==> src/rtl/arqui_ctrl.sv <==
// arqui_ctrl: top-level control FSM for the arqui FIFO datapath.
// Sequences RESET -> INIT -> IDLE/ACTIVE, locks out on FIFO errors, captures the
// FIFO thresholds during INIT and drives producer backpressure (pause).
// Optional feature macro: PAUSE_HYST_EN (pause with hysteresis on the main FIFO).
module arqui_ctrl #(
  parameter int unsigned MF_W = 2,
  parameter int unsigned VC_W = 4,
  parameter int unsigned DF_W = 2
) (
  input  logic            clk,
  input  logic            reset,
  input  logic            init,
  input  logic [MF_W-1:0] afMF_i,
  input  logic [MF_W-1:0] aeMF_i,
  input  logic [VC_W-1:0] afVC_i,
  input  logic [VC_W-1:0] aeVC_i,
  input  logic [DF_W-1:0] afDF_i,
  input  logic [DF_W-1:0] aeDF_i,
  input  logic [4:0]      fifo_empty,
  input  logic [4:0]      fifo_almost_full,
  input  logic [4:0]      fifo_almost_empty,
  input  logic [4:0]      fifo_error,
  output logic [MF_W-1:0] afMF_o,
  output logic [MF_W-1:0] aeMF_o,
  output logic [VC_W-1:0] afVC_o,
  output logic [VC_W-1:0] aeVC_o,
  output logic [DF_W-1:0] afDF_o,
  output logic [DF_W-1:0] aeDF_o,
  output logic            pause,
  output logic            idle_out,
  output logic            active_out,
  output logic [4:0]      error_out,
  output logic [2:0]      state_out
);

  typedef enum logic [2:0] {
    StReset  = 3'd0,
    StInit   = 3'd1,
    StIdle   = 3'd2,
    StActive = 3'd3,
    StError  = 3'd4
  } state_t;

  state_t          r_state;
  state_t          w_next;
  logic            w_run_next;
  logic            w_pause_d;
  logic            r_pause;
  logic [4:0]      r_error;
  logic [MF_W-1:0] r_afMF;
  logic [MF_W-1:0] r_aeMF;
  logic [VC_W-1:0] r_afVC;
  logic [VC_W-1:0] r_aeVC;
  logic [DF_W-1:0] r_afDF;
  logic [DF_W-1:0] r_aeDF;
  logic            w_unused;

  // Only the main-FIFO almost-empty flag matters, and only with hysteresis.
  assign w_unused = ^fifo_almost_empty;

  // Next-state decode; illegal encodings fall back to RESET.
  always_comb begin
    w_next = StReset;
    case (r_state)
      StReset: w_next = StInit;
      StInit:  w_next = init ? StInit : StIdle;
      StIdle, StActive: begin
        if (|fifo_error) begin
          w_next = StError;
        end else if (init) begin
          w_next = StInit;
        end else if (&fifo_empty) begin
          w_next = StIdle;
        end else begin
          w_next = StActive;
        end
      end
      StError: w_next = StError;
      default: w_next = StReset;
    endcase
  end

  // Backpressure next value, computed against the next state.
  always_comb begin
    w_run_next = (w_next == StIdle) || (w_next == StActive);
`ifdef PAUSE_HYST_EN
    w_pause_d = r_pause;
    if (!w_run_next || (|fifo_almost_full)) begin
      w_pause_d = 1'b1;
    end else if (fifo_almost_empty[0]) begin
      w_pause_d = 1'b0;
    end
`else
    w_pause_d = !w_run_next || (|fifo_almost_full);
`endif
  end

  // State, thresholds, sticky error record and pause registers.
  always_ff @(posedge clk) begin
    if (reset) begin
      r_state <= StReset;
      r_pause <= 1'b1;
      r_error <= '0;
      r_afMF  <= '0;
      r_aeMF  <= '0;
      r_afVC  <= '0;
      r_aeVC  <= '0;
      r_afDF  <= '0;
      r_aeDF  <= '0;
    end else begin
      r_state <= w_next;
      r_pause <= w_pause_d;
      if (r_state == StInit) begin
        r_afMF <= afMF_i;
        r_aeMF <= aeMF_i;
        r_afVC <= afVC_i;
        r_aeVC <= aeVC_i;
        r_afDF <= afDF_i;
        r_aeDF <= aeDF_i;
      end
      // Errors are only recorded once configuration is done.
      if ((r_state == StIdle) || (r_state == StActive) || (r_state == StError)) begin
        r_error <= r_error | fifo_error;
      end
    end
  end

  assign afMF_o     = r_afMF;
  assign aeMF_o     = r_aeMF;
  assign afVC_o     = r_afVC;
  assign aeVC_o     = r_aeVC;
  assign afDF_o     = r_afDF;
  assign aeDF_o     = r_aeDF;
  assign pause      = r_pause;
  assign error_out  = r_error;
  assign state_out  = r_state;
  assign idle_out   = (r_state == StIdle);
  assign active_out = (r_state == StActive);

endmodule

==> config.mk <==
export PLATFORM = sky130hd
export DESIGN_NAME = arqui_ctrl
export DESIGN_NICKNAME = d
export VERILOG_FILES = /design/src/rtl/arqui_ctrl.sv
export SDC_FILE = /design/constraint.sdc
export NUM_CORES = 1
export LEC_CHECK = 0
export BUFFER_PORTS_ARGS = -buffer_cell sky130_fd_sc_hd__buf_2
export CORE_UTILIZATION = 40
export CTS_CLUSTER_DIAMETER = 30
export DETAILED_ROUTE_END_ITERATION = 8
export GPL_ROUTABILITY_DRIVEN = 0
export PLACE_DENSITY = 0.77
export SYNTH_ARGS = -nofsm -noshare
export SYNTH_HDL_FRONTEND = slang
export SYNTH_SLANG_ARGS = --single-unit
==> constraint.sdc <==
create_clock -name clk -period 1.7 [get_ports clk]
set_input_delay 0.085 -clock clk [delete_from_list [all_inputs] [get_ports clk]]
set_output_delay 0.085 -clock clk [all_outputs]
set_load 0.1 [all_outputs]
==> run_results.csv <==
group,metric,value,unit
status,status,"complete, no violations",
layout,area_growth,42.31,%
worst_setup_path,path_depth,3,
synth,synth_area_leaders,"dfxtp_1 (51%), nand2_1 (13%), a21oi_1 (11%)",
floorplanning,rows,17,
floorplanning,die_x,51.40,um
drt,via_per_inst,4.788,
worst_setup_path,critPathCapture,"idle_out",
pwr,vdd_drop_max,0.6361,mV
job,drv_cap,0,
drt,ant_nets,0,
drt,routed_wl,2200,um
floorplanning,start_util,43.29,%
clock_tree,cts_root_buf,"clkbuf_4",
worst_hold_path,hp-class,"in -> reg",
timing,skew,0.007044,ns
clock_tree,clk_latency,0.30,ns
timing,drv_slew,0,
clock_tree,cts_made_buffers,3,
timing,max_freq,663.6,MHz
worst_setup_path,crit_required,1.62,ns
clock_tree,postCtsSetupRepairBufs,0,
clock_tree,htreeDepth,1,
synth,synth_cell_types,25,
pwr,powerDensity,1006,nW/um^2
worst_setup_path,slowest_delay,0.42,ns
floorplanning,ios,66,
layout,antenna_cells,0,
worst_setup_path,rr_endpoint,"afVC_o[0]",
floorplanning,die_h,51.40,um
worst_setup_path,cp-end-kind,"output port",
clock_tree,cts_tree,"yes",
worst_setup_path,cp-startpoint,"state_out[1]",
worst_setup_path,r2r-start,"state_out[0]",
placed_design,dp_cells,201,
synth,ys_seq_area_share,51.28,%
timing,tightestPinTransition,0.5243,ns
global_route,grt_max_degree,25,
synth,synth_area,975.9,um^2
timing,grt_setup_unrepaired,"no",
timing,fin_crit,1.507,ns
floorplanning,die_area,2641,um^2
drt,first_pass_iters,4,
synth,synth_top_area_cell,"dfxtp_1",
synth,syn_nets,156,
synth,netlist_instances,117,
placed_design,io_buffers,60,
global_route,grt_pass1_wl,3622,um
global_route,antenna_found_initial,0,
synth,syn_area_per_cell,8.341,um^2
clock_tree,cts_sinks,25,
global_route,grt_usage,18.03,%
drt,drt-wirelength-per-cell,10.58,um
drt,drc,0,
clock_tree,clkTransAtPathRegs,0.12,ns
drt,via_count,996,
worst_setup_path,critPathLaunchType,"register",
layout,instances_no_fill,208,
worst_setup_path,ff2ff_setup_slack,0.31,ns
worst_setup_path,cp_num_buf_inv,1,
timing,fin_crit_sh,88.64,%
worst_setup_path,crit_arrival,1.42,ns
worst_setup_path,critPathKind,"reg -> out",
timing,setup_violations,0,
timing,finalHoldViolCount,0,
layout,fin_nets,220,
floorplanning,core_area,2255,um^2
drt,drtIter0Drc,13,
clock_tree,clk_path_buf_depth,2,
global_route,grt_pass1_vias,926,
worst_setup_path,critPathTopFamily,"simple AND/OR/NAND/NOR gates",
pwr,cellLeakagePower,0.0006404,uW
worst_setup_path,reg2reg_depth,3,
timing,hold_slack,0.006952,ns
global_route,grt_overflow,0,
synth,yosysWarnings,0,
synth,yosys.area.top_type_share,51.28,%
layout,final_util,61.60,%
layout,drive_gt1_share,41.11,%
timing,max-slew-margin-rel,65.05,%
worst_setup_path,cp_cell_sequence,"nor2b_2, nor2b_4, buf_12",
timing,tns,0,ns
worst_setup_path,crit_fanout,8,
placed_design,dpl.hpwl,1696,um
worst_setup_path,cp_slowest_cell,"dfxtp_2",
synth,ys_ff_latch,25,
[flip-flops by register name, summed over array words and instances (netlist names)]
name and flops:
aeDF_o 2, aeMF_o 2, aeVC_o 4, afDF_o 2
afMF_o 2, afVC_o 4, error_out 5, pause 1
state_out 3
[where the power goes]
| group | leakage, uW | switching (uW) | internal (uW) |
|---|---|---|---|
| logic | 0.000420 | 394 | 105 |
| clock network | 0.0000150 | 155 | 91.4 |
| registers | 0.000206 | 25.5 | 626 |
| total | 0.000640 | 574 | 822 |
[cells in the mapped netlist, drive strengths merged]
master and n:
a2111oi 1, a21bo 1, a21boi 1, a21o 1
a21oi 22, and2 1, buf 2, clkbuf 3
dfxtp 25, inv 7, nand2 33, nand2b 1
nand3 2, nand4b 1, nor2 2, nor2b 2
nor3 2, nor3b 2, nor4 1, o211ai 1
o21ai 5, or3b 1
[layer usage]
metal	up-vias	track usage (%)	share of wire (%)
li1	513	-	-
met1	436	19.05	43
met2	45	33.55	48
met3	2	3.869	7.9
met4	0	8.108	0.86
met5	-	0	0
[cell type report]
class,instances,area (um^2)
repair buffers,64,367.9
multi-input cells,80,429.2
clock buffers,4,26.28
flip-flops and latches,25,504.2
well taps,28,35.03
fillers,222,865.8
inverters,7,26.28
[timing repair]
action,CTS,global route
endpoints found under the setup margin,0,2
endpoints found under the hold margin,3,0
hold buffers,3,0
resized for setup,0,1
[how the worst min path moves through the flow]
| stage | from | endpoint | slack [ns] | cells past startpoint |
|---|---|---|---|---|
| after CTS | aeDF_i[1] | aeDF_o[1] | 0.0001 | 3 |
| final | afVC_i[2] | afVC_o[2] | 0.007 | 3 |
| after detailed placement | afMF_i[1] | afMF_o[1] | 0.34 | 3 |
| after global placement | afDF_i[1] | afDF_o[1] | 0.33 | 3 |
| after floorplan | reset | state_out[0] | 0.15 | 1 |
| after global routing | afDF_i[1] | afDF_o[1] | 0.004 | 3 |
[tightest hold or removal path, delay by kind of cell]
kind | cells | cell delay [ns]
AO/OA/AOI/OAI | 1 | 0.05
buffers and inverters | 1 | 0.09
AND/OR/NAND/NOR | 1 | 0.05
[cell usage in the layout, fill, tap and decap left out, drive strengths merged]
| cell | Yosys | routed |
|---|---|---|
| buf | 2 | 61 |
| nand2 | 33 | 33 |
| dfxtp | 25 | 25 |
| a21oi | 22 | 22 |
| inv | 7 | 7 |
| o21ai | 5 | 5 |
| clkbuf | 3 | 4 |
| dlygate4sd3 | 0 | 3 |
| nand3 | 2 | 2 |
| nor2 | 2 | 2 |
| nor3 | 2 | 2 |
| nor2b | 2 | 2 |
| nor3b | 2 | 2 |
| and2 | 1 | 1 |
| or3b | 1 | 1 |
| nor4 | 1 | 1 |
| a21bo | 1 | 1 |
| nand2b | 1 | 1 |
| a21o | 1 | 1 |
| a21boi | 1 | 1 |
| nand4b | 1 | 1 |
| o211ai | 1 | 1 |
| a2111oi | 1 | 1 |
[cell families after synthesis]
logic type / Yosys count / share of synthesized area [%]
AND/OR/NAND/NOR: 48 / 24.10
AO/OA/AOI/OAI: 32 / 18.72
flip-flops: 25 / 51.28
buffers and inverters: 12 / 5.898
[per-stage QoR]
stage / total power [uW] / instance area, um^2 / worst slack (ns)
3_5_place_dp: 1161 / 1330 / 0.3182
3_3_place_gp: 1151 / 1330 / 0.3688
4_1_cts: 1411 / 1386 / 0.04144
2_1_floorplan: 1059 / 988.4 / -0.02729
5_1_grt: 1457 / 1389 / 0.08247
6_report: 1397 / 1389 / 0.1931
Power figures use the tool's default switching activity.
